$ cat src/rtl/switch_pkg.sv
// Shared constants and helpers for the switch toggle bank.
// Edge-mode encodings and the debounce counter width function.
package switch_pkg;

  localparam logic [1:0] EDGE_RELEASE = 2'd0;
  localparam logic [1:0] EDGE_PRESS   = 2'd1;
  localparam logic [1:0] EDGE_BOTH    = 2'd2;

  // Counter must be able to represent DEBOUNCE_LIMIT-1; one extra bit of headroom is harmless.
  function automatic int db_cnt_width(input int limit);
    return (limit < 1) ? 1 : $clog2(limit + 1);
  endfunction

endpackage

$ cat src/rtl/switch_debounce_chan.sv
// One switch channel: 2-flop synchroniser, debounce counter and stable level.
// o_Accept strobes combinationally on the cycle whose clock edge updates the stable level.
module switch_debounce_chan
  import switch_pkg::*;
#(
  parameter int DEBOUNCE_LIMIT = 250000
) (
  input  logic i_Clk,
  input  logic i_Rst_L,
  input  logic i_Switch,
  output logic o_Stable,
  output logic o_Accept,
  output logic o_New_Level
);

  localparam int CW = db_cnt_width(DEBOUNCE_LIMIT);
  localparam logic [CW-1:0] LAST_CNT = CW'(DEBOUNCE_LIMIT - 1);

  logic          r_sync1;
  logic          r_sync2;
  logic          r_stable;
  logic [CW-1:0] r_cnt;
  logic          w_accept;

  assign w_accept = (r_sync2 != r_stable) && (r_cnt == LAST_CNT);

  always_ff @(posedge i_Clk or negedge i_Rst_L) begin
    if (!i_Rst_L) begin
      r_sync1  <= 1'b0;
      r_sync2  <= 1'b0;
      r_stable <= 1'b0;
      r_cnt    <= '0;
    end else begin
      r_sync1 <= i_Switch;
      r_sync2 <= r_sync1;
      if (r_sync2 == r_stable) begin
        r_cnt <= '0;
      end else if (w_accept) begin
        r_stable <= r_sync2;
        r_cnt    <= '0;
      end else begin
        r_cnt <= r_cnt + CW'(1);
      end
    end
  end

  assign o_Stable    = r_stable;
  assign o_Accept    = w_accept;
  assign o_New_Level = r_sync2;

endmodule

$ cat src/rtl/switch_toggle_bank.sv
// N-channel debounced switch-to-LED toggle controller.
// Optional registered per-channel edge strobe when SWITCH_TOGGLE_PULSE_EN is defined.
module switch_toggle_bank
  import switch_pkg::*;
#(
  parameter int NUM_CH         = 4,
  parameter int DEBOUNCE_LIMIT = 250000,
  parameter int EDGE_MODE      = 0
) (
  input  logic              i_Clk,
  input  logic              i_Rst_L,
  input  logic [NUM_CH-1:0] i_Switch,
  input  logic              i_Clear,
  output logic [NUM_CH-1:0] o_LED,
  output logic [NUM_CH-1:0] o_Switch_Db
`ifdef SWITCH_TOGGLE_PULSE_EN
  ,
  output logic [NUM_CH-1:0] o_Edge_Pulse
`endif
);

  localparam logic [1:0] L_MODE = EDGE_MODE[1:0];

  generate
    if (EDGE_MODE < 0 || EDGE_MODE > 2) begin : g_bad_mode
      $error("switch_toggle_bank: EDGE_MODE must be 0, 1 or 2");
    end
    if (DEBOUNCE_LIMIT < 1) begin : g_bad_limit
      $error("switch_toggle_bank: DEBOUNCE_LIMIT must be >= 1");
    end
    if (NUM_CH < 1 || NUM_CH > 32) begin : g_bad_num_ch
      $error("switch_toggle_bank: NUM_CH must be within 1..32");
    end
  endgenerate

  logic [NUM_CH-1:0] w_stable;
  logic [NUM_CH-1:0] w_accept;
  logic [NUM_CH-1:0] w_new_level;
  logic [NUM_CH-1:0] w_qual;
  logic [NUM_CH-1:0] r_led;

  genvar gi;
  generate
    for (gi = 0; gi < NUM_CH; gi++) begin : g_chan
      switch_debounce_chan #(
        .DEBOUNCE_LIMIT(DEBOUNCE_LIMIT)
      ) u_chan (
        .i_Clk      (i_Clk),
        .i_Rst_L    (i_Rst_L),
        .i_Switch   (i_Switch[gi]),
        .o_Stable   (w_stable[gi]),
        .o_Accept   (w_accept[gi]),
        .o_New_Level(w_new_level[gi])
      );

      // The new level is the synchronised sample being accepted this cycle.
      assign w_qual[gi] = w_accept[gi] &
                          ((L_MODE == EDGE_BOTH)  ? 1'b1 :
                           (L_MODE == EDGE_PRESS) ? w_new_level[gi] : ~w_new_level[gi]);
    end
  endgenerate

  // Clear wins over any toggle landing on the same edge.
  always_ff @(posedge i_Clk or negedge i_Rst_L) begin
    if (!i_Rst_L) begin
      r_led <= '0;
    end else if (i_Clear) begin
      r_led <= '0;
    end else begin
      r_led <= r_led ^ w_qual;
    end
  end

  assign o_LED       = r_led;
  assign o_Switch_Db = w_stable;

`ifdef SWITCH_TOGGLE_PULSE_EN
  logic [NUM_CH-1:0] r_pulse;

  always_ff @(posedge i_Clk or negedge i_Rst_L) begin
    if (!i_Rst_L) begin
      r_pulse <= '0;
    end else begin
      r_pulse <= w_qual;
    end
  end

  assign o_Edge_Pulse = r_pulse;
`endif

endmodule
$ cat config.mk
export PLATFORM = sky130hd
export DESIGN_NAME = switch_toggle_bank
export DESIGN_NICKNAME = d
export VERILOG_FILES = /design/src/rtl/switch_pkg.sv /design/src/rtl/switch_debounce_chan.sv /design/src/rtl/switch_toggle_bank.sv
export SDC_FILE = /design/constraint.sdc
export NUM_CORES = 1
export LEC_CHECK = 0
export ABC_CLOCK_PERIOD_IN_PS = 1900
export BUFFER_PORTS_ARGS = -buffer_cell sky130_fd_sc_hd__buf_4
export CORE_MARGIN = 5
export CORE_UTILIZATION = 28
export CTS_CLUSTER_DIAMETER = 60
export CTS_CLUSTER_SIZE = 28
export DETAILED_ROUTE_END_ITERATION = 12
export PLACE_DENSITY = 0.55
export SYNTH_ARGS = -nofsm -noshare
export SYNTH_HDL_FRONTEND = slang
export SYNTH_HIERARCHICAL = 1
export SYNTH_SLANG_ARGS = --single-unit
$ cat constraint.sdc
create_clock -name i_Clk -period 1.9 [get_ports i_Clk]
set_input_delay 0.38 -clock i_Clk [delete_from_list [all_inputs] [get_ports i_Clk]]
set_output_delay 0.38 -clock i_Clk [all_outputs]
set_load 0.05 [all_outputs]
==> impl_results.md <==
* Syn. warnings at 6
* Chip height at 134.3 um
* Worst-margin pin slew at around 510 ps
* Antenna violations before repair at 0
* PwrDens at 702.0 nW/um2
* Clock transition at path regs at roughly 60 ps
* Final period util at 103.9%
* Run status: finished with violations
* First-pass GRT wire length at 16670 um
* Post-route minimum period at 1973 ps
* Synth Net Count at 435
* WP buf/inv at 0
* Post-DP HPWL at about 6600 um
* Die W at 134.3 um
* CP startpoint kind: register
* Combinational power share at 4.8%
* P_int at between 0.003 and 0.004 W
* Reg2Reg Depth at 6
* Number of global-route vias before repair at 3606
* Layout Cells excl Fill at 739
* Port Buf Inserts at 14
* Final hold vios at 0
* Hold Crit Class: input pin to async pin
* Flop pwr share at ~46%
* # DRC at 0
* Final WS setup at -73.23 ps
* Net count, final at 557
* Post-synth ARST share at 100.0%
* Synthesized area per cell at 10.20 um2
* Kind of critical path: register to register
* RR Endpoint: o_LED[3]
* CTS max path bufs at 2
* Row cnt at 45
* Worst Path Arrival at 2200 ps
* Via density at 4.604
* Sw Share at 21.32%
* R2R Setup Slk at -70 ps
* Worst Path Max Fanout at 2
* Slowest-stage cell, CP: dfrtp_1
* Layout Skew at approximately 7.3 ps
* Routed Antenna Nets at 0
* R2r startpoint: g_chan[3].u_chan/r_cnt[5]
* Max Freq at about 510 MHz
* H-tree level count at 3
* DRT iter0 DRCs at 81
* Total grt overflow at 0
* Synth-to-layout area growth at 37.50%
* CP peak stage delay at approximately 400 ps
* WL final at about 9500 um
* Place WS at -143.9 ps
* Largest net degree at the start of global routing at 89
* # placed instances at between 700 and 800
* Main synth FF type: dfrtp_1
* ANT cells at 0
* Sequential fraction of the synthesis area at 50.93%
* RSZ-0062 raised after global routing: yes
* Final TNS setup at -185.6 ps
* Total GRT Usage at 11.29%
* Sw power at roughly 0.00089 W
* Failing checks: setup timing
* # setup viols final at 4
* Max_slew headroom at 66.14%
* Library cells used by synthesis at 26
* Final slew viol count at 0
* Number of synthesized flops with an enable pin at 0
* Starting Density at 28.44%
* Routability cong. at 0.8005
* CP required at 2130 ps
* I/O pin total at 15
* Hold_buf cts at 0
* Clk sinks at 88
* Leakage at 2.567 nW
* CTS tree: done
* Die footprint at 18030 um2
* Max cap viols at 0
* CTS Buf Count at 9
* Cell Area, Synth at around 4300 um2
* Synthesized flop and latch total at 88
* DR vias at 3402
* Crit-path cells: nor4_4, nand2_1, or3b_4, and2b_2, nor2b_4, mux2_4
* Delay-heaviest family, CP: simple AND/OR/NAND/NOR gates
* Max VDD drop at 0.3388 mV
* Count of mapped cells out of synthesis at 424
* First-pass detailed-route iteration total at 4
* Core area at 15200 um2
* Worst skew pair latency at 340 ps
* Ratio of cells with drive above 1 in the final layout at ~32%
* Drt wl/cell at 12.91 um
* Element type at the critical path end: register
* Clock power frac at 48.9%
* CTS root buf: clkbuf_16
==> power groups by stage <==
stage / Combinational (W) / Clock (W) / Sequential [W]
CTS: 0.000204 / 0.00211 / 0.00193
global route: 0.000228 / 0.00219 / 0.00193
finish: 0.000200 / 0.00204 / 0.00193
global placement: 0.000187 / 0 / 0.00196
floorplan: 0.0000627 / 0 / 0.00197
detailed placement: 0.000194 / 0 / 0.00197
==> layout by cell type (no fill, tap or decap), types with 8 or more instances in the layout <==
cell type	Yosys	routed
buf_4	0	112
dfrtp_1	88	88
nor2_1	84	84
xnor2_1	56	56
nand3_1	24	23
nand2_1	20	20
nor3_1	20	20
nor4_1	20	19
nand4_1	16	16
inv_1	16	16
clkbuf_16	0	9
nor2b_1	12	8
mux2_4	4	8
xor2_1	8	8
==> synthesized netlist by cell type (8+ instances only) <==
cell     count  share of area, %
xnor2_1     56                11
inv_1       16               1.4
nor4_1      20               2.9
nor2_1      84               7.3
nand4_1     16               2.3
nand3_1     24               2.8
xor2_1       8               1.6
dfrtp_1     88                51
nor2b_1     12               1.7
nand2_1     20               1.7
nor3_1      20               2.3
==> state kept, by name, summed over array words and instances (netlist names) <==
name / count
g_chan.u_chan/o_Stable: 4
o_LED: 4
g_chan.u_chan/r_sync1: 4
g_chan.u_chan/o_New_Level: 4
g_chan.u_chan/r_cnt: 72
==> cell type report <==
| class | count | area, um2 |
|---|---|---|
| multi-input combinational | 316 | 2222 |
| sequential | 88 | 2202 |
| inverter | 16 | 60.06 |
| fill | 1466 | 9256 |
| clock buffer | 9 | 225.2 |
| timing repair buffer | 115 | 883.3 |
| tap | 188 | 235.2 |
| clock inverter | 7 | 117.6 |
==> timing repair <==
| action | 4_1_cts | 5_1_grt |
|---|---|---|
| resized for setup | 10 | 9 |
| endpoints found under the setup margin | 4 | 21 |
| endpoints found under the hold margin | 0 | 0 |
| pin swaps | 15 | 4 |
| buffers inserted | 12 | 3 |
| cloned | 0 | 0 |
==> per-layer routing <==
metal | global-route usage, % | share of wire, % | up-vias
li1 | - | - | 1696
met1 | 14.51 | 48 | 1652
met2 | 18.49 | 47 | 38
met3 | 2.213 | 2.3 | 16
met4 | 4.977 | 2.4 | 0
met5 | 0 | 0 | -
==> how the worst max path moves through the flow <==
stage / start / endpoint / slack (ps) / cells after the start
after CTS: g_chan[1].u_chan/r_cnt[10] / o_LED[1] / -60 / 6
after global placement: g_chan[2].u_chan/r_cnt[4] / o_LED[2] / -110 / 6
after floorplan: g_chan[0].u_chan/r_cnt[0] / o_LED[0] / -60 / 7
after global routing: g_chan[3].u_chan/r_cnt[5] / o_LED[3] / -150 / 6
final: g_chan[3].u_chan/r_cnt[5] / o_LED[3] / -70 / 6
after detailed placement: g_chan[2].u_chan/r_cnt[4] / o_LED[2] / -140 / 6
==> kinds of logic (layout without fill, tap and decap cells) <==
kind of cell	after synthesis	in the layout	synth area share (%)
AND/OR/NAND/NOR	228	228	28.82
flip-flops	88	88	50.93
XOR/XNOR	64	64	12.96
buffers and inverters	20	147	1.852
multiplexers	12	12	3.356
AO/OA/AOI/OAI	8	8	0.9260
adder cells (fa/ha/maj)	4	4	1.157
==> through the flow <==
| stage | hold WS (ps) | cell area, um2 | power (W) | utilization [%] |
|---|---|---|---|---|
| after floorplan | 84.41 | 4409 | 0.002032 | - |
| after detailed placement | 334.7 | 5388 | 0.002159 | 35.44 |
| after global placement | 331.9 | 5388 | 0.002151 | 35.44 |
| after CTS | 102.4 | 5866 | 0.004246 | 38.58 |
| final | 50.32 | 5946 | 0.004174 | 39.11 |
| after global routing | 100.1 | 5946 | 0.004353 | 39.11 |
(Power assumes the default switching activity.)
